### config.mk
export PLATFORM = sky130hd
export DESIGN_NAME = pattern_detect_prog_flat
export DESIGN_NICKNAME = d
export VERILOG_FILES = /design/src/rtl/pattern_detect_pkg.sv /design/src/rtl/pattern_detect_if.sv /design/src/rtl/sat_counter.sv /design/src/rtl/pattern_detect_prog.sv /design/src/flat_wrapper.sv
export SDC_FILE = /design/constraint.sdc
export NUM_CORES = 1
export LEC_CHECK = 0
export BUFFER_PORTS_ARGS = -buffer_cell sky130_fd_sc_hd__buf_2
export CORE_AREA = 5 5 80 82
export DETAILED_ROUTE_END_ITERATION = 10
export DIE_AREA = 0 0 85 87
export PLACE_DENSITY = 0.49
export REMOVE_ABC_BUFFERS = 1
export SLEW_MARGIN = 20
export SYNTH_ARGS = -nofsm -noshare
export SYNTH_HDL_FRONTEND = slang
export SYNTH_SLANG_ARGS = --single-unit
### constraint.sdc
create_clock -name clk -period 4.1 [get_ports clk]
set_input_delay 0.205 -clock clk [delete_from_list [all_inputs] [get_ports clk]]
set_output_delay 0.205 -clock clk [all_outputs]
set_load 0.02 [all_outputs]
### src/rtl/pattern_detect_pkg.sv
// Shared definitions for the programmable serial pattern detector.
//   state_e : FSM encoding (ST_IDLE = no pattern loaded, ST_RUN = searching)
//   len_w() : width needed to hold a pattern length of 0..pat_w
package pattern_detect_pkg;

    typedef enum logic [0:0] {
        ST_IDLE = 1'b0,
        ST_RUN  = 1'b1
    } state_e;

    function automatic int unsigned len_w(input int unsigned pat_w);
        return $clog2(pat_w + 1);
    endfunction

endpackage

### src/rtl/pattern_detect_if.sv
// Stream, programming and status signals of the pattern detector.
//   master : drives d_i/valid_i/load_i/pat_i/len_i/ovl_i/clear_i, observes status
//   slave  : the detector; drives pattern/match_cnt_o/cnt_sat_o/armed_o
interface pattern_detect_if #(
    parameter int unsigned PAT_W = 8,
    parameter int unsigned CNT_W = 8
) ();
    import pattern_detect_pkg::*;

    localparam int unsigned LEN_W = len_w(PAT_W);

    logic             d_i;
    logic             valid_i;
    logic             load_i;
    logic [PAT_W-1:0] pat_i;
    logic [LEN_W-1:0] len_i;
    logic             ovl_i;
    logic             clear_i;
    logic             pattern;
    logic [CNT_W-1:0] match_cnt_o;
    logic             cnt_sat_o;
    logic             armed_o;

    modport master (
        output d_i, valid_i, load_i, pat_i, len_i, ovl_i, clear_i,
        input  pattern, match_cnt_o, cnt_sat_o, armed_o
    );

    modport slave (
        input  d_i, valid_i, load_i, pat_i, len_i, ovl_i, clear_i,
        output pattern, match_cnt_o, cnt_sat_o, armed_o
    );

endinterface

### src/rtl/sat_counter.sv
// Saturating up-counter with synchronous clear.
//   clk, rst : clock, synchronous active-high reset
//   inc_i    : count up by one unless already all-ones
//   clr_i    : force to zero; wins over inc_i
//   cnt_o    : current count
//   sat_o    : high while cnt_o is all-ones
module sat_counter #(
    parameter int unsigned W = 8
) (
    input  logic         clk,
    input  logic         rst,
    input  logic         inc_i,
    input  logic         clr_i,
    output logic [W-1:0] cnt_o,
    output logic         sat_o
);

    logic [W-1:0] r_cnt;
    logic         w_sat;

    assign w_sat = &r_cnt;

    always_ff @(posedge clk) begin
        if (rst) begin
            r_cnt <= '0;
        end else if (clr_i) begin
            r_cnt <= '0;
        end else if (inc_i && !w_sat) begin
            r_cnt <= r_cnt + W'(1);
        end
    end

    assign cnt_o = r_cnt;
    assign sat_o = w_sat;

endmodule

### src/rtl/pattern_detect_prog.sv
// Programmable serial pattern detector.
//   clk, rst : clock, synchronous active-high reset
//   bus      : pattern_detect_if slave; serial bit + valid, pattern load
//              (pattern/length/overlap), counter clear, and the match pulse,
//              saturating match count, saturation flag and armed status.
// The most recent bits sit in r_hist with the newest at bit 0, so the stored
// pattern lines up directly: pat[len-1] is the oldest bit of the window.
module pattern_detect_prog
    import pattern_detect_pkg::*;
#(
    parameter int unsigned PAT_W = 8,
    parameter int unsigned CNT_W = 8
) (
    input  logic             clk,
    input  logic             rst,
    pattern_detect_if.slave  bus
);

    localparam int unsigned LEN_W = len_w(PAT_W);

    state_e           r_state;
    logic [PAT_W-1:0] r_pat;
    logic [PAT_W-1:0] r_hist;
    logic [LEN_W-1:0] r_len;
    logic [LEN_W-1:0] r_fill;
    logic             r_ovl;
    logic             r_pattern;

    logic             w_len_legal;
    logic             w_load;
    logic             w_accept;
    logic             w_match;
    logic [PAT_W-1:0] w_hist_next;
    logic [PAT_W-1:0] w_mask;
    logic [LEN_W-1:0] w_fill_next;

    assign w_len_legal = (bus.len_i != '0) && (bus.len_i <= LEN_W'(PAT_W));
    assign w_load      = bus.load_i && w_len_legal;
    // A legal load takes the edge; a coincident bit is dropped.
    assign w_accept    = bus.valid_i && (r_state == ST_RUN) && !w_load;

    assign w_hist_next = {r_hist[PAT_W-2:0], bus.d_i};
    assign w_fill_next = (r_fill == LEN_W'(PAT_W)) ? r_fill : r_fill + LEN_W'(1);

    always_comb begin
        w_mask = '0;
        for (int i = 0; i < PAT_W; i++) begin
            w_mask[i] = (LEN_W'(i) < r_len);
        end
    end

    assign w_match = w_accept && (w_fill_next >= r_len) &&
                     (((w_hist_next ^ r_pat) & w_mask) == '0);

    always_ff @(posedge clk) begin
        if (rst) begin
            r_state   <= ST_IDLE;
            r_pat     <= '0;
            r_hist    <= '0;
            r_len     <= '0;
            r_fill    <= '0;
            r_ovl     <= 1'b0;
            r_pattern <= 1'b0;
        end else begin
            r_pattern <= w_match;
            if (w_load) begin
                r_state <= ST_RUN;
                r_pat   <= bus.pat_i;
                r_len   <= bus.len_i;
                r_ovl   <= bus.ovl_i;
                r_hist  <= '0;
                r_fill  <= '0;
            end else if (w_accept) begin
                r_hist <= w_hist_next;
                // Non-overlap restarts the fill so the next match needs len fresh bits.
                r_fill <= (w_match && !r_ovl) ? '0 : w_fill_next;
            end
        end
    end

    sat_counter #(
        .W (CNT_W)
    ) u_match_cnt (
        .clk   (clk),
        .rst   (rst),
        .inc_i (w_match),
        .clr_i (bus.clear_i),
        .cnt_o (bus.match_cnt_o),
        .sat_o (bus.cnt_sat_o)
    );

    assign bus.pattern = r_pattern;
    assign bus.armed_o = (r_state == ST_RUN);

endmodule

### src/flat_wrapper.sv
// flat-port wrapper written by rule: the top's interface ports become plain ports
module pattern_detect_prog_flat import pattern_detect_pkg::*;
#(
    parameter int unsigned PAT_W = 8,
    parameter int unsigned CNT_W = 8
)
  (clk, rst, bus_d_i, bus_valid_i, bus_load_i, bus_pat_i, bus_len_i, bus_ovl_i, bus_clear_i, bus_pattern, bus_match_cnt_o, bus_cnt_sat_o, bus_armed_o);
  pattern_detect_if #(.PAT_W(PAT_W), .CNT_W(CNT_W)) bus_i ();
  input  logic clk;
  input  logic rst;
  input wire logic [$bits(bus_i.d_i)-1:0] bus_d_i;
  input wire logic [$bits(bus_i.valid_i)-1:0] bus_valid_i;
  input wire logic [$bits(bus_i.load_i)-1:0] bus_load_i;
  input wire logic [$bits(bus_i.pat_i)-1:0] bus_pat_i;
  input wire logic [$bits(bus_i.len_i)-1:0] bus_len_i;
  input wire logic [$bits(bus_i.ovl_i)-1:0] bus_ovl_i;
  input wire logic [$bits(bus_i.clear_i)-1:0] bus_clear_i;
  output wire logic [$bits(bus_i.pattern)-1:0] bus_pattern;
  output wire logic [$bits(bus_i.match_cnt_o)-1:0] bus_match_cnt_o;
  output wire logic [$bits(bus_i.cnt_sat_o)-1:0] bus_cnt_sat_o;
  output wire logic [$bits(bus_i.armed_o)-1:0] bus_armed_o;
  assign bus_i.d_i = bus_d_i;
  assign bus_i.valid_i = bus_valid_i;
  assign bus_i.load_i = bus_load_i;
  assign bus_i.pat_i = bus_pat_i;
  assign bus_i.len_i = bus_len_i;
  assign bus_i.ovl_i = bus_ovl_i;
  assign bus_i.clear_i = bus_clear_i;
  assign bus_pattern = bus_i.pattern;
  assign bus_match_cnt_o = bus_i.match_cnt_o;
  assign bus_cnt_sat_o = bus_i.cnt_sat_o;
  assign bus_armed_o = bus_i.armed_o;
  pattern_detect_prog #(.PAT_W(PAT_W), .CNT_W(CNT_W)) u_core (.clk(clk), .rst(rst), .bus(bus_i));
endmodule
==> results_dict.tcl <==
set metrics [dict create \
    max-vdd-ir-drop_v 0.000128 \
    synthTopCellsByArea "dfxtp_1 (39%), mux2i_1 (6.9%), a21oi_1 (5.2%), nand2_1 (5.2%), ha_1 (5.0%)" \
    grt_pass1_vias 1397 \
    fin_worst_skew_ns 0.00783 \
    fin_crit_ns 2.60 \
    crit_buf_inv 1 \
    cts_tree "done" \
    h-tree-depth 2 \
    io-pin-count 30 \
    place_area_um2 1960 \
    drive_above_1_share_pct 19.7 \
    route.detailed.drc 0 \
    clkTransAtPathRegs_ns 0.07 \
    antenna_cells 0 \
    clockBufferDepth 2 \
    outcome "finished clean" \
    synth_seq_cells 34 \
    critPathCaptureType "flop" \
    critPathKind "reg2reg" \
    crit_chain "inv_1 > ha_1 > nand2_1 > nor2_1 > xnor2_1 > ha_1 > nand2b_1 > a211oi_1 > o21bai_1 > nand4_2 > or4_1 > nand2_1" \
    critPathRequiredTime_ns 4.33 \
    cts_buffers 5 \
    grt_pass1_wl_mm 6.58 \
    drv_slew 0 \
    critPathTopFamily "simple AND/OR/NAND/NOR gates" \
    synth_top_area_cell "dfxtp_1" \
    cp_slowest_stage_delay_ns 0.58 \
    grt.overflow.total 0 \
    worst-path-max-fanout 19 \
    first_pass_iters 4 \
    initial_utilization_pct 30.8 \
    wirelength_mm 3.94 \
    place.gp.congestion 0.852 \
    rows 28 \
    avgSynthCellArea_um2 8.40 \
    io_buffers 29 \
    yosys_warnings 0 \
    final_cell_area_um2 2050 \
    hpwlAfterDp_mm 2.87 \
    cts-resized-gates 0 \
    crit_path_top_delay_cell "or4_1" \
    clk_latency_ns 0.29 \
    synth_cells 208 \
    post_drt_wl_per_cell_um 12.6 \
    worst_pin_slew_ns 0.465 \
    syn_area_um2 1750 \
    start_kind "flop" \
    synth_cell_types 38 \
    viasPerCell 4.71 \
    finalCritPeriodShare_pct 63.4 \
    die_h_um 87 \
    fin_setup_tns_ns 0 \
    core_um2 5680 \
    finalHoldViolations 0 \
    synth_top_area_share_pct 38.9 \
    max_cap_violations 0 \
    slew_headroom_pct 68.9 \
    timing.hold.ws_ns 0.151 \
    die_area_um2 7400 \
    seq_area_frac_synth_pct 38.9 \
    p_leak_nw 0.839 \
    cts_num_sinks 34 \
    hold_path_class "in2reg" \
    powerDensity_nw_per_um2 337 \
    vias 1474 \
    grt_usage_pct 11.2 \
    grt_max_degree 20 \
    fmax_mhz 385 \
    worstPathArrival_ns 2.83 \
    drt_iter0_markers 43 \
    fp.dieW_um 85 \
    drtAntennaViolNets 0 \
    post_cts_buffers 0 \
    setup_violations 0 \
    root_buffer "clkbuf_8" \
    syn2layout_area_growth_pct 17.1 \
    p_total_w 0.000690 \
    nNetsFinal 263 \
    antenna_found_initial 0 \
    hold_buffers 0 \
    grt_setup_unrepaired "false" \
]
## placed cells by master (no fill, tap or decap), types with 5 or more instances in the layout
| cell type | Yosys | routed |
|---|---|---|
| buf_2 | 1 | 29 |
| ha_1 | 7 | 7 |
| or3_1 | 7 | 7 |
| o21ai_0 | 8 | 8 |
| clkbuf_8 | 0 | 6 |
| inv_1 | 8 | 8 |
| nor2_1 | 19 | 19 |
| nand3_1 | 11 | 11 |
| o21ai_1 | 5 | 5 |
| nand2_1 | 24 | 24 |
| dfxtp_1 | 34 | 34 |
| a21oi_1 | 18 | 18 |
| nand4_1 | 5 | 5 |
| mux2i_1 | 12 | 12 |
| xnor2_1 | 7 | 7 |
## area by class of cell
type                    instances  area [um^2]
flip-flops and latches         34          681
fillers                       607         3630
well taps                      75         93.8
clock buffers                   7         86.3
multi-input cells             158          998
clock inverters                 1         5.00
inverters                       8         30.0
repair buffers                 30          153
## cells in the mapped netlist
cell type	instances
nor2_1	19
nand2b_2	2
ha_1	7
nand2_2	1
mux2i_1	12
or3_1	7
or2_2	1
inv_1	8
nand2b_1	2
xor2_1	2
nor3_4	1
dfxtp_1	34
o31ai_1	2
a31oi_1	1
nand4_2	1
a31oi_4	1
a211oi_1	3
buf_2	1
o21ai_1	5
and2_1	2
and3_1	3
o21bai_1	1
nor3_1	2
nand2_1	24
clkbuf_1	6
or4_1	1
nand4_1	5
a21oi_2	1
a22oi_1	1
o211ai_1	2
a21oi_1	18
nand3_1	11
buf_6	1
nand3_2	1
o22ai_1	3
o21ai_0	8
xnor2_1	7
nor4_2	1
## cells by family after synthesis
family	after synthesis	synth area share, %
muxes	12	6.87
buffers and inverters	16	3.94
xor gates and xnor gates	9	4.51
and+or+nand+nor	84	24.8
DFF	34	38.9
AOI/OAI and AO/OA	46	15.9
adders and majority gates	7	5.01
## sequential cells by signal, indices dropped and copies added, names as in the netlist
register                  count
u_core.bus.armed_o            1
u_core.bus.pattern            1
u_core.r_fill                 4
u_core.r_hist                 7
u_core.r_len                  4
u_core.r_ovl                  1
u_core.r_pat                  8
u_core.u_match_cnt.cnt_o      8
## stage by stage
step / instances / worst slack, ns / util [%]
6_report: 313 / 1.50 / 36.1
5_1_grt: 313 / 1.21 / 36.1
3_3_place_gp: 305 / 1.57 / 34.5
2_1_floorplan: 200 / 1.77 / -
4_1_cts: 313 / 1.49 / 36.1
3_5_place_dp: 305 / 1.53 / 34.5
## worst min-delay path, cell delays in order
cell and delay [ns]:
buf_2 0.07, mux2i_1 0.05, nor2_1 0.07
## report_power, final
part / switching (W) / leakage (nW) / total, W / internal, W
clock: 0.000122 / 0.0482 / 0.000258 / 0.000136
sequential: 0.00000919 / 0.276 / 0.000348 / 0.000339
combinational: 0.0000525 / 0.514 / 0.0000838 / 0.0000313
## worst paths after layout
path	start	endpoint	slack [ns]	depth (start not counted)
worst min-delay path	bus_pat_i[2]	u_core.r_pat[2]	0.15	3
worst min register to register	u_core.r_hist[6]	u_core.r_hist[6]	0.48	2
worst max-delay path	u_core.r_fill[0]	u_core.u_match_cnt.cnt_o[3]	1.50	12
worst max register to register	u_core.r_fill[0]	u_core.u_match_cnt.cnt_o[3]	1.50	12
## layer usage
metal	vias to the layer above	global-route usage [%]	share of wire (%)
li1	792	-	-
met1	658	13.9	48
met2	18	18.4	47
met3	6	3.03	3.4
met4	0	4.32	1.8
met5	-	0	0
Note: power is estimated with default switching activity, not from simulation.
